**src/rtl/apb_regfile.sv**
```systemverilog
// APB slave exposing a bank of read/write registers and a bank of read-only
// inputs, with configurable wait states and a saturating error counter.
module apb_regfile #(
  parameter int AWIDTH           = 4,
  parameter int DWIDTH           = 8,
  parameter int REGWN            = 5,
  parameter int REGRN            = 3,
  parameter int REGR_ADDR_OFFSET = 5,
  parameter int WAIT_STATES      = 0,
  parameter int RESET_VAL        = 0
) (
  input  logic                    PCLK,
  input  logic                    PRESET,
  input  logic                    PSEL,
  input  logic                    PENABLE,
  input  logic                    PWRITE,
  input  logic [AWIDTH-1:0]       PADDR,
  input  logic [DWIDTH-1:0]       PWDATA,
  output logic [DWIDTH-1:0]       PRDATA,
  output logic                    PREADY,
  output logic                    PSLVERR,
  input  logic [REGRN*DWIDTH-1:0] regr_in,
  output logic [REGWN*DWIDTH-1:0] regw_out,
  output logic [REGWN-1:0]        regw_wr,
  output logic [7:0]              err_cnt
);

  if (REGR_ADDR_OFFSET < REGWN || REGR_ADDR_OFFSET + REGRN > 2**AWIDTH) begin : g_bad_map
    $error("apb_regfile: read-only window overlaps read/write bank or exceeds address space");
  end

  typedef enum logic [1:0] {S_IDLE, S_WAIT, S_RESP} state_t;

  localparam logic [3:0]        WS_LOAD = 4'((WAIT_STATES > 0) ? WAIT_STATES - 1 : 0);
  localparam logic [DWIDTH-1:0] RST_VAL = DWIDTH'(RESET_VAL);

  state_t              state_q;
  logic [3:0]          cnt_q;
  logic [AWIDTH-1:0]   addr_q;
  logic                write_q;
  logic [DWIDTH-1:0]   wdata_q;
  logic [DWIDTH-1:0]   prdata_q;
  logic                pready_q;
  logic                pslverr_q;
  logic [REGWN-1:0]    regw_wr_q;
  logic [7:0]          err_cnt_q;
  logic [DWIDTH-1:0]   regw_q [REGWN];

  logic [AWIDTH-1:0]   dec_addr;
  logic                dec_write;
  logic                rw_hit;
  logic                ro_hit;
  logic                resp_err;
  logic                enter_resp;
  logic [DWIDTH-1:0]   rd_val;
  logic [REGWN-1:0]    wr_hot;

  // Decode looks at the live bus in IDLE (zero-wait case) and at the captured
  // request otherwise, so response data is always formed on the edge entering RESP.
  always_comb begin
    // NOTE: every combinational output gets a default first so no path infers a latch.
    dec_addr  = (state_q == S_IDLE) ? PADDR : addr_q;
    dec_write = (state_q == S_IDLE) ? PWRITE : write_q;
    rw_hit    = 1'b0;
    ro_hit    = 1'b0;
    rd_val    = '0;
    for (int k = 0; k < REGWN; k++) begin
      if (dec_addr == AWIDTH'(k)) begin
        rw_hit = 1'b1;
        rd_val = regw_q[k];
      end
    end
    for (int k = 0; k < REGRN; k++) begin
      if (dec_addr == AWIDTH'(REGR_ADDR_OFFSET + k)) begin
        ro_hit = 1'b1;
        rd_val = regr_in[k*DWIDTH +: DWIDTH];
      end
    end
    resp_err   = !(rw_hit || (ro_hit && !dec_write));
    enter_resp = ((state_q == S_IDLE) && PSEL && !PENABLE && (WAIT_STATES == 0)) ||
                 ((state_q == S_WAIT) && PSEL && (cnt_q == 4'd0));
  end

  always_comb begin
    wr_hot = '0;
    for (int k = 0; k < REGWN; k++) begin
      wr_hot[k] = write_q && (addr_q == AWIDTH'(k));
    end
  end

  // NOTE: sequential state uses non-blocking assignments only, so every
  // register samples pre-edge values regardless of statement order.
  always_ff @(posedge PCLK) begin
    if (PRESET) begin
      state_q   <= S_IDLE;
      cnt_q     <= '0;
      addr_q    <= '0;
      write_q   <= 1'b0;
      wdata_q   <= '0;
      prdata_q  <= '0;
      pready_q  <= 1'b0;
      pslverr_q <= 1'b0;
      regw_wr_q <= '0;
      err_cnt_q <= '0;
      // NOTE: the register bank is reset because software relies on RESET_VAL;
      // it is a handful of flops, not a RAM macro.
      for (int k = 0; k < REGWN; k++) regw_q[k] <= RST_VAL;
    end else begin
      regw_wr_q <= '0;
      pready_q  <= 1'b0;
      pslverr_q <= 1'b0;
      prdata_q  <= '0;
      case (state_q)
        S_IDLE: begin
          if (PSEL && !PENABLE) begin
            addr_q  <= PADDR;
            write_q <= PWRITE;
            wdata_q <= PWDATA;
            if (WAIT_STATES == 0) begin
              state_q <= S_RESP;
            end else begin
              state_q <= S_WAIT;
              cnt_q   <= WS_LOAD;
            end
          end
        end
        S_WAIT: begin
          if (!PSEL)                state_q <= S_IDLE;
          else if (cnt_q == 4'd0)   state_q <= S_RESP;
          else                      cnt_q   <= cnt_q - 4'd1;
        end
        S_RESP: begin
          state_q <= S_IDLE;
          if (pslverr_q) begin
            if (err_cnt_q != 8'hFF) err_cnt_q <= err_cnt_q + 8'd1;
          end else if (write_q) begin
            for (int k = 0; k < REGWN; k++) begin
              if (wr_hot[k]) regw_q[k] <= wdata_q;
            end
            regw_wr_q <= wr_hot;
          end
        end
        default: state_q <= S_IDLE;
      endcase
      if (enter_resp) begin
        pready_q  <= 1'b1;
        pslverr_q <= resp_err;
        prdata_q  <= (resp_err || dec_write) ? '0 : rd_val;
      end
    end
  end

  for (genvar g = 0; g < REGWN; g++) begin : g_out
    assign regw_out[g*DWIDTH +: DWIDTH] = regw_q[g];
  end

  assign PRDATA  = prdata_q;
  assign PREADY  = pready_q;
  assign PSLVERR = pslverr_q;
  assign regw_wr = regw_wr_q;
  assign err_cnt = err_cnt_q;

endmodule

```
**config.mk**
```make
export PLATFORM = sky130hd
export DESIGN_NAME = apb_regfile
export DESIGN_NICKNAME = d
export VERILOG_FILES = /design/src/rtl/apb_regfile.sv
export SDC_FILE = /design/constraint.sdc
export NUM_CORES = 1
export LEC_CHECK = 0
export ABC_AREA = 0
export CORE_MARGIN = 2
export CORE_UTILIZATION = 30
export DETAILED_ROUTE_END_ITERATION = 6
export PLACE_DENSITY = 0.61
export SETUP_SLACK_MARGIN = 0.15
export SLEW_MARGIN = 20
export SYNTH_ARGS = -nofsm -noshare
export SYNTH_HDL_FRONTEND = slang
export SYNTH_SLANG_ARGS = --single-unit
```
**constraint.sdc**
```tcl
create_clock -name PCLK -period 3.1 [get_ports PCLK]
set_clock_uncertainty 0.05 [all_clocks]
set_input_delay 0.31 -clock PCLK [delete_from_list [all_inputs] [get_ports PCLK]]
set_output_delay 0.31 -clock PCLK [all_outputs]
set_load 0.02 [all_outputs]
```
Yosys cells after proc, flatten, opt, wreduce, memory -nomap -nowiden
Memory sizes are Yosys's and may differ from the RTL's.
Index checks and enable logic that the tools add are counted.
W data, S select, Z words.

word-level totals
  word-level logic and storage cells = 126
  register bits after elaboration = 42
  output and inout port bits = 63
  bits in writable memories = 40
  input port bits = 41
  memory bits (read-only) = 0
  bits in latches = 0
  memories kept = 1

memories
  memory  depth  width  read ports  clocked after memory_dff  wr ports  line  source
  regw_q  5      8      5           0                         5         47    logic [DWIDTH-1:0] regw_q [REGWN];

cells by class
  add/sub/neg operators = 2
  reductions and logical operators = 28
  multiplexer cells = 60
  shift-type cells = 0
  $mul = 0
  equality and inequality tests = 16
  bitwise logic cells = 9
  divide/modulo/power cells = 0
  order comparisons = 0

operator list
  kind                   number
  $mux W8                13
  $mux W1                42
  $eq A4 B3 Y1 const B   5
  $eq A4 B2 Y1 const B   4
  $logic_not A4 Y1       3
  $logic_and A1 B1 Y1    11
  $add A8 B1 Y8 const B  1
  $eq A4 B1 Y1 const B   2
  $ne A8 B8 Y1 const B   1
  $mux W2                3
  $reduce_and A3 Y1      2
  $or A1 B1 Y1           5
  $mux W4                1
  $not A1 Y1             4
  $pmux W2 S2            1
  $reduce_and A2 Y1      2
  $reduce_or A4 Y1       1
  $sub A4 B1 Y4 const B  1
  $logic_not A1 Y1       3
  $logic_or A1 B1 Y1     3
  $ne A3 B2 Y1 const B   1
  $reduce_or A3 Y1       1
  $eq A2 B1 Y1 const B   1
  $eq A2 B2 Y1 const B   1
  3 further kinds        3

Depth between registers and ports, before layout
Gate-level depths: netlist of run 1.

  depth in word-level cells = 12
  mapped depth = 8
  depth with buffers taken out = 6

Least setup slack after synthesis of run 1
Ideal clock, no wire load.

  kind = reg2reg
  from = reg state_q[1]
  to = mem regw_q[1][2], in the netlist regw_q[0][10], enable pin
  setup time = 0.309 ns
  buffers on the path = 2
  path slack = 1.314 ns
  cell stages (with the launch flop) = 7
  data arrival time = 1.427 ns
  period minus slack after synthesis = 1.786 ns
  required time = 2.741 ns
  path through = dfxtp_1 -> buf_6 -> buf_6 -> nor4b_1 -> nand2_1 -> nor4b_1 -> or2_2

RTL lines
  what                      line  source
  start: declaration        37    state_t state_q;
  start signal: assignment  95    state_q <= S_IDLE;
  start signal: assignment  120   state_q <= S_RESP;
  start signal: assignment  122   state_q <= S_WAIT;
  end: declaration          47

==> impl_metrics.ini, run 1 <==
[run_status]
run_status = finished, final reports clean

[clocking]
post_cts.resized_instances = 0
post_cts.repair.setup_buffers = 0
cts_hold_buf = 0
cts-root-buf = clkbuf_16
tritoncts.num_buffers = 9
tritoncts = done
insertion_delay_ns = 0.33
clock_tree.buffer_depth = 2
worst_setup_hold_path_clk_slew_ns = 0.05
cts_htree_levels = 3
cts_num_sinks = 77

[yosys]
synth_top_cells_by_area = edfxtp_1 35%, dfxtp_1 22%, nand2_1 6.2%
yosys.area_share.simple_pct = 20.6
synth_xor_area_share_pct = 1.55
synth_top_area_share_pct = 35.4
synth.net_count = 365
cell_area_synth_um2 = 3390
synth_top_family_by_area = simple AND/OR/NAND/NOR gates
synth_cells = 323
flip_flop_cell_with_the_highest_count_after_synthesis = edfxtp_1
syn_avg_cell_area_um2 = 10.5
synth-edff-count = 40
synth_area_leader_cell = edfxtp_1
synth-adder-area-share_pct = 0.369
fraction_of_the_yosys_area_taken_by_sequential_cells_pct = 57.2
synth-warning-count = 0
synth_compound_gate_area_share_pct = 11.9
ys_seq_elements = 77
asyncSetResetFlopFracSynth_pct = 0
synthDistinctLibCells = 44
synth_mux_area_share_pct = 5.39

[layout]
final_layout_size_suffix_gt1_share_pct = 8.12
insertedDiodeCount = 0
most-common-layout-cells = 103 x clkdlybuf4s50_1, 56 x nand2_1, 40 x edfxtp_1, 37 x dfxtp_1, 33 x a21oi_1
final_nets = 468
area_growth_pct = 42.5
final_common_cell = clkdlybuf4s50_1

[global_routing]
grt_pass1_vias = 2714
grt.met2_usage_pct = 24.8
grt_util_met3_pct = 3.35
antenna_violations_before_repair = 0
gr-max-usage-layer = met2
globalRouteMet1Util_pct = 22.1
globalRoute.totalOverflow = 0
grt_pass1_wl_um = 14400
pin_count_of_the_biggest_net_entering_global_routing = 30
globalRouteTotalUtil_pct = 16.1

[hold_path]
timing.hold.worst.class = register to register
destination_of_the_worst_hold_path = wdata_q[5]
min-delay-start = wdata_q[5]
hold-path-cell-count = 2

[timing]
fmax_ghz = 0.424
maxSlewViolCount = 0
rsz_0062_raised_after_global_routing = no
maxSlewHeadroom_pct = 44.8
fin_worst_hold_slack_ns = 0.399
hold_violations = 0
setup_viol = 0
post-route-period-util_pct = 76.1
worst_slew_pin_slew_ns = 0.825
setup-tns-final_ns = 0
fin_crit_ns = 2.36

[worst_setup_path]
worst_path_most_repeated_cell = nor4b_1
required_ns = 3.06
r2r-start = state_q[1]
worst-setup-path-type = register to register
timing.reg2reg.setup_slack_ns = 0.74
path_cells = nor4b_1 -> nand2_1 -> nor4b_1 -> or2_2
worst_ep_arrival_time_ns = 2.32
startpoint_type = register
crit_path_max_fanout = 14
path_buf_inv = 0
setup.worst_path.end_class = register
path_delay_family = simple AND/OR/NAND/NOR gates
critical_path.max_stage_delay_ns = 0.71
ff2ff_path_depth = 4
worstReg2RegEnd = regw_q[0][10]
crit_slowest_cell = dfxtp_1

[power]
power.static_leakage_nw = 1.70
max-vdd-ir-drop_mv = 0.252
p_per_area_nw_per_um2 = 499

[detailed_routing]
wl_per_cell_um = 16.7
firstDrtPassIters = 5
drc_violation_count_after_routing = 0
detail_route.vias_per_cell = 4.94
route.final.wire_length_um = 9550
first_iter_violations = 137
postRouteAntennaNets = 0
num_vias = 2822

[placement]
dp.final_hpwl_um = 7040
gp_congestion = 0.824
placement.io_buffers = 103

[floorplanning]
dieArea_um2 = 12200
die_h_um = 110
die_width_um = 110
design.portCount = 104
floorplan.initialDensity_pct = 31.0
coreArea_um2 = 10900
core.rowCount = 38

[job]
maxCapViolations = 0
==> power breakdown <==
part	internal [mW]	total [mW]	switching (mW)
clock	0.615	1.01	0.398
combinational	0.134	0.279	0.145
sequential	1.10	1.12	0.0235
total	1.85	2.41	0.567
==> per-layer routing <==
| metal | vias to the layer above | share of wire (%) |
|---|---|---|
| li1 | 1377 | - |
| met1 | 1306 | 45 |
| met2 | 124 | 46 |
| met3 | 15 | 7.4 |
| met4 | 0 | 1.9 |
| met5 | - | 0 |
==> Yosys cell counts, types with 5 or more instances <==
master    count
clkbuf_1      7
and2_1       10
nand3_1       5
a21oi_1      33
nor3_1       25
nand2_1      56
xnor2_1       5
edfxtp_1     40
dfxtp_1      37
nor2_1       27
or2_2         6
o21ai_0       6
==> how the worst max path moves through the flow <==
stage / startpoint / end / slack, ns / depth (start not counted)
floorplan: state_q[1] / regw_q[0][10] / 1.31 / 6
global placement: PRESET / regw_q[0][15] / 0.72 / 5
detailed placement: PRESET / regw_q[0][15] / 0.74 / 5
CTS: state_q[1] / regw_q[0][14] / 0.74 / 4
global route: state_q[1] / regw_q[0][10] / 0.44 / 4
finish: state_q[1] / regw_q[0][10] / 0.74 / 4
==> stage by stage <==
stage / utilization [%] / total power, mW / cells / worst slack (ns) / instance area, um^2
3_3_place_gp: 41.5 / 1.42 / 555 / 0.721 / 4540
6_report: 44.2 / 2.41 / 571 / 0.742 / 4830
2_1_floorplan: - / 1.29 / 323 / 1.31 / 3390
5_1_grt: 44.2 / 2.51 / 571 / 0.437 / 4830
3_5_place_dp: 41.5 / 1.42 / 555 / 0.736 / 4540
4_1_cts: 44.2 / 2.43 / 571 / 0.742 / 4830
==> registers in the layout, summed over array words and instances (netlist names) <==
signal	flops
regw_q	40
PRDATA	8
err_cnt	8
wdata_q	8
regw_wr	5
addr_q	4
PREADY	1
PSLVERR	1
state_q	1
write_q	1
==> cell type report <==
type / count / area (um^2)
multi-input combinational: 229 / 1350
tap: 140 / 175
sequential: 77 / 1940
fill: 1061 / 6100
clock inverter: 4 / 27.5
inverter: 2 / 7.51
timing repair buffer: 107 / 1060
clock buffer: 12 / 268
==> tightest hold or removal path: cells and delay by family, from the launching register on <==
kind            cells  cell delay (ns)
simple gates        1             0.05
compound gates      1             0.05
flops               1             0.30
==> cells by family after synthesis <==
logic type | count (synthesis)
buffers and inverters | 17
adders and majority gates | 1
and+or+nand+nor | 148
AOI/OAI and AO/OA | 65
DFF | 77
xor gates and xnor gates | 6
muxes | 9
No activity file was read; power rests on OpenSTA's default activity.
==> inputs of run 2 (changes only) <==
- PLACE_DENSITY: 0.61 -> 0.63
- clock period: 3.1 -> 1.95 ns (I/O delays scaled with it)
==> impl_metrics.ini, run 2 (synthesized netlist as in run 1, its figures left out) <==
[job]
maxCapViolations = 0

[global_routing]
grt_pass1_wl_um = 14600
globalRoute.totalOverflow = 0
antenna_violations_before_repair = 0
pin_count_of_the_biggest_net_entering_global_routing = 30
grt_pass1_vias = 2837
globalRouteTotalUtil_pct = 16.2

[layout]
layout.area.seq_um2 = 1950
finalInstanceArea_um2 = 5190
final_nets = 501
most-common-layout-cells = 103 x clkdlybuf4s50_1, 56 x nand2_1, 40 x edfxtp_1, 36 x dfxtp_1
area_growth_pct = 53.1
final_layout_size_suffix_gt1_share_pct = 17.5
insertedDiodeCount = 0
multi_input_area_um2 = 1430
filler_cell_count = 1028
top_register_by_number_of_flip_flops = regw_q
final_common_cell = clkdlybuf4s50_1
largest_register_ff_count = 40

[floorplanning]
die_h_um = 110
die_width_um = 110
coreArea_um2 = 10900
core.rowCount = 38
floorplan.initialDensity_pct = 31.0
design.portCount = 104
dieArea_um2 = 12200

[clocking]
cts-root-buf = clkbuf_16
cts_num_sinks = 77
clock_tree.buffer_depth = 2
cts_hold_buf = 0
insertion_delay_ns = 0.33
tritoncts.num_buffers = 9
cts_htree_levels = 3
worst_setup_hold_path_clk_slew_ns = 0.06
tritoncts = done

[hold_path]
timing.hold.worst.class = input pin to register
min-delay-start = PWDATA[3]
hold-path-cell-count = 3
destination_of_the_worst_hold_path = wdata_q[3]

[detailed_routing]
postRouteAntennaNets = 0
firstDrtPassIters = 5
drc_violation_count_after_routing = 0
route.final.wire_length_um = 9760
detail_route.vias_per_cell = 4.90
num_vias = 2958
first_iter_violations = 135
wl_per_cell_um = 16.2

[timing]
rsz_0062_raised_after_global_routing = yes
setup-tns-final_ns = 0
fin_crit_ns = 1.75
fmax_ghz = 0.571
post-route-period-util_pct = 89.9
worst_slew_pin_slew_ns = 0.465
setup_viol = 0
hold_violations = 0
maxSlewViolCount = 0
maxSlewHeadroom_pct = 69.0

[worst_setup_path]
setup.worst_path.end_class = register
crit_path_max_fanout = 8
worstReg2RegEnd = PRDATA[4]
crit_slowest_cell = mux4_2
worst_ep_arrival_time_ns = 1.92
ff2ff_path_depth = 5
timing.reg2reg.setup_slack_ns = 0.20
required_ns = 2.12
worst-setup-path-type = register to register
r2r-start = state_q[1]
path_cells = mux2_4 -> buf_4 -> mux4_2 -> a21oi_2 -> nor3_1
path_delay_family = multiplexers
startpoint_type = register
path_buf_inv = 1
critical_path.max_stage_delay_ns = 0.43

[power]
p_per_area_nw_per_um2 = 735
max-vdd-ir-drop_mv = 0.379
power.static_leakage_nw = 1.88

[placement]
gp_congestion = 0.810
dp.final_hpwl_um = 7430
dpl-instance-area_um2 = 4740
placement.io_buffers = 103

[run_status]
run_status = finished, final reports clean
## run 2: power breakdown
part	internal, mW	switching (mW)	total [mW]	leakage [nW]
clock	0.867	0.642	1.51	0.134
combinational	0.275	0.255	0.530	1.03
sequential	1.74	0.0334	1.78	0.714
total	2.89	0.930	3.82	1.88
## run 2: cell type report
type	instances	share of cell area [%]
Clock inverter	5	0.699
Clock buffer	11	4.48
Tap cell	140	3.37
Inverter	2	0.145
Multi-Input combinational cell	229	27.6
Timing Repair Buffer	140	26.2
Sequential cell	77	37.5
## run 2: stage by stage
stage / total power [mW] / util [%] / worst slack, ns / hold WS [ns] / std cells
after floorplan: 2.05 / - / 0.164 / 0.224 / 323
after global placement: 2.29 / 43.3 / -0.105 / 0.390 / 580
after detailed placement: 2.30 / 43.3 / -0.119 / 0.396 / 580
after CTS: 3.80 / 46.3 / 0.158 / 0.373 / 599
after global routing: 3.93 / 47.5 / 0.0955 / 0.396 / 604
final: 3.82 / 47.5 / 0.198 / 0.376 / 604
## run 2: timing repair
item	in CTS	in global routing
setup endpoints to repair	48	52
gates resized for setup	6	24
buffers inserted	3	5
pin swaps	2	9
hold endpoints to repair	0	0
## run 2: per-layer routing
metal  global-route usage [%]  up-vias  wire length (um)
met4                     6.79        0               174
met2                     27.0      105              4710
met1                     20.8     1393              4220
met5                        0        -                 0
met3                     2.70       15               659
li1                         -     1445                 -
## run 2: worst max path at each step
| stage | cells past startpoint | slack, ns | startpoint | end |
|---|---|---|---|---|
| floorplan | 6 | 0.16 | state_q[1] | regw_q[0][10] |
| global placement | 5 | -0.10 | PRESET | regw_q[0][15] |
| detailed placement | 7 | -0.12 | PADDR[2] | PRDATA[3] |
| CTS | 6 | 0.16 | state_q[1] | PRDATA[3] |
| global route | 4 | 0.1 | addr_q[3] | regw_q[0][0] |
| finish | 5 | 0.20 | state_q[1] | PRDATA[4] |
## run 2: worst min-delay path, stage by stage
cell,delay (ns)
clkdlybuf4s50_1,0.40
nand2_1,0.06
a21oi_1,0.05
==> inputs of run 3 (changes only) <==
- GPL_TIMING_DRIVEN: unset -> 0
==> impl_metrics.ini, run 3 (synthesized netlist as in run 1, its figures left out) <==
[layout]
final_common_cell = clkdlybuf4s50_1
insertedDiodeCount = 0
most-common-layout-cells = 102 x clkdlybuf4s50_1, 53 x nand2_1, 40 x edfxtp_1, 35 x dfxtp_1, 29 x a21oi_1
final_layout_size_suffix_gt1_share_pct = 20.9
final_core_utilization_pct = 48.7
largest_register_ff_count = 40
top_register_by_number_of_flip_flops = regw_q
area_growth_pct = 57.1
filler_cell_count = 1012
final_nets = 501

[power]
max-vdd-ir-drop_mv = 0.523
report.power.total_mw = 4.13
power.static_leakage_nw = 1.94
p_per_area_nw_per_um2 = 775

[floorplanning]
core.rowCount = 38
die_width_um = 110
floorplan.initialDensity_pct = 31.0
dieArea_um2 = 12200
design.portCount = 104
coreArea_um2 = 10900
die_h_um = 110

[placement]
dp.final_hpwl_um = 7430
gp_congestion = 0.839
placement.io_buffers = 103

[timing]
maxSlewHeadroom_pct = 67.2
setup_viol = 0
fin_worst_hold_slack_ns = 0.344
hold_violations = 0
worst_slew_pin_slew_ns = 0.492
setup-tns-final_ns = 0
post-route-period-util_pct = 96.1
maxSlewViolCount = 0
fin_crit_ns = 1.87
fmax_ghz = 0.533
rsz_0062_raised_after_global_routing = yes

[worst_setup_path]
startpoint_type = register
required_ns = 1.93
worst_ep_arrival_time_ns = 1.86
worst-setup-path-type = register to register
crit_path_max_fanout = 8
worstReg2RegEnd = regw_q[0][36]
setup.worst_path.end_class = register
ff2ff_path_depth = 7
setup.worst_path.end = regw_q[0][36]
timing.reg2reg.setup_slack_ns = 0.08
timing.critical_path.from = state_q[1]
r2r-start = state_q[1]

[global_routing]
grt_pass1_wl_um = 15500
globalRoute.totalOverflow = 0
globalRouteTotalUtil_pct = 17.3
pin_count_of_the_biggest_net_entering_global_routing = 14
antenna_violations_before_repair = 0
grt_pass1_vias = 2882

[detailed_routing]
num_vias = 3069
route.final.wire_length_um = 10500
wl_per_cell_um = 17.4
detail_route.vias_per_cell = 5.08
drc_violation_count_after_routing = 0
first_iter_violations = 159
firstDrtPassIters = 5
postRouteAntennaNets = 0

[clocking]
insertion_delay_ns = 0.33
worst_setup_hold_path_clk_slew_ns = 0.06
clock_tree.buffer_depth = 2
cts_num_sinks = 77
cts-root-buf = clkbuf_16
cts_htree_levels = 3
tritoncts.num_buffers = 9
tritoncts = done

[hold_path]
timing.hold.worst.class = input pin to register

[run_status]
run_status = finished, final reports clean

[job]
maxCapViolations = 0
[run 3: cell count changes in the layout (fill, tap and decap cells not counted), sizes merged]
cell,change
clkbuf,+8
clkdlybuf4s50,-1
bufinv,+1
clkinv,-2
dlygate4sd2,+1
buf,-7
[run 3: timing repair]
action	in CTS	in global routing
setup endpoints to repair	88	97
gates resized for setup	31	33
cloned	0	1
hold buffers	0	0
pin swaps	14	19
setup buffers	11	10
[run 3: critical path: stages, from the launching register on]
cell     delay [ns]
dfxtp_2        0.32
buf_6          0.13
buf_12         0.13
nor4b_4        0.26
nand2_4        0.13
buf_4          0.16
nor3_4         0.15
or2_4          0.23
[run 3: layout make-up]
class	instances	area (um^2)	share of cell area, %
Buffer	15	116	2.18
Sequential cell	77	1940	36.5
Clock buffer	12	279	5.24
Timing Repair Buffer	125	1230	23.1
Clock inverter	4	50.0	0.939
Multi-Input combinational cell	229	1530	28.6
Inverter	2	7.51	0.141
Tap cell	140	175	3.29
[run 3: power breakdown]
part,leakage [nW],internal [mW],total [mW],switching (mW)
clock network,0.163,1.15,1.80,0.654
logic,1.06,0.274,0.554,0.281
registers,0.715,1.75,1.77,0.0296
[run 3: how the worst min path moves through the flow]
| stage | startpoint | to | slack [ns] | depth (start not counted) |
|---|---|---|---|---|
| global placement | wdata_q[6] | wdata_q[6] | 0.39 | 2 |
| detailed placement | wdata_q[7] | wdata_q[7] | 0.39 | 2 |
| global route | PWDATA[3] | wdata_q[3] | 0.37 | 3 |
| floorplan | PRESET | state_q[1] | 0.22 | 1 |
| CTS | PADDR[0] | addr_q[0] | 0.34 | 3 |
| finish | PADDR[0] | addr_q[0] | 0.34 | 3 |
[run 3: metrics by stage]
stage / area (um^2) / instances / setup WS, ns
floorplan: 3390 / 323 / 0.164
global route: 5330 / 604 / -0.0105
finish: 5330 / 604 / 0.0752
CTS: 5130 / 593 / 0.0914
global placement: 4600 / 566 / -0.439
detailed placement: 4600 / 566 / -0.494
[run 3: routing by layer]
layer | routed length, um | GRT usage (%) | vias up
met4 | 229 | 7.77 | 0
met5 | 0 | 0 | -
met1 | 4540 | 22.4 | 1461
met2 | 5090 | 28.8 | 143
li1 | - | - | 1448
met3 | 654 | 2.41 | 17
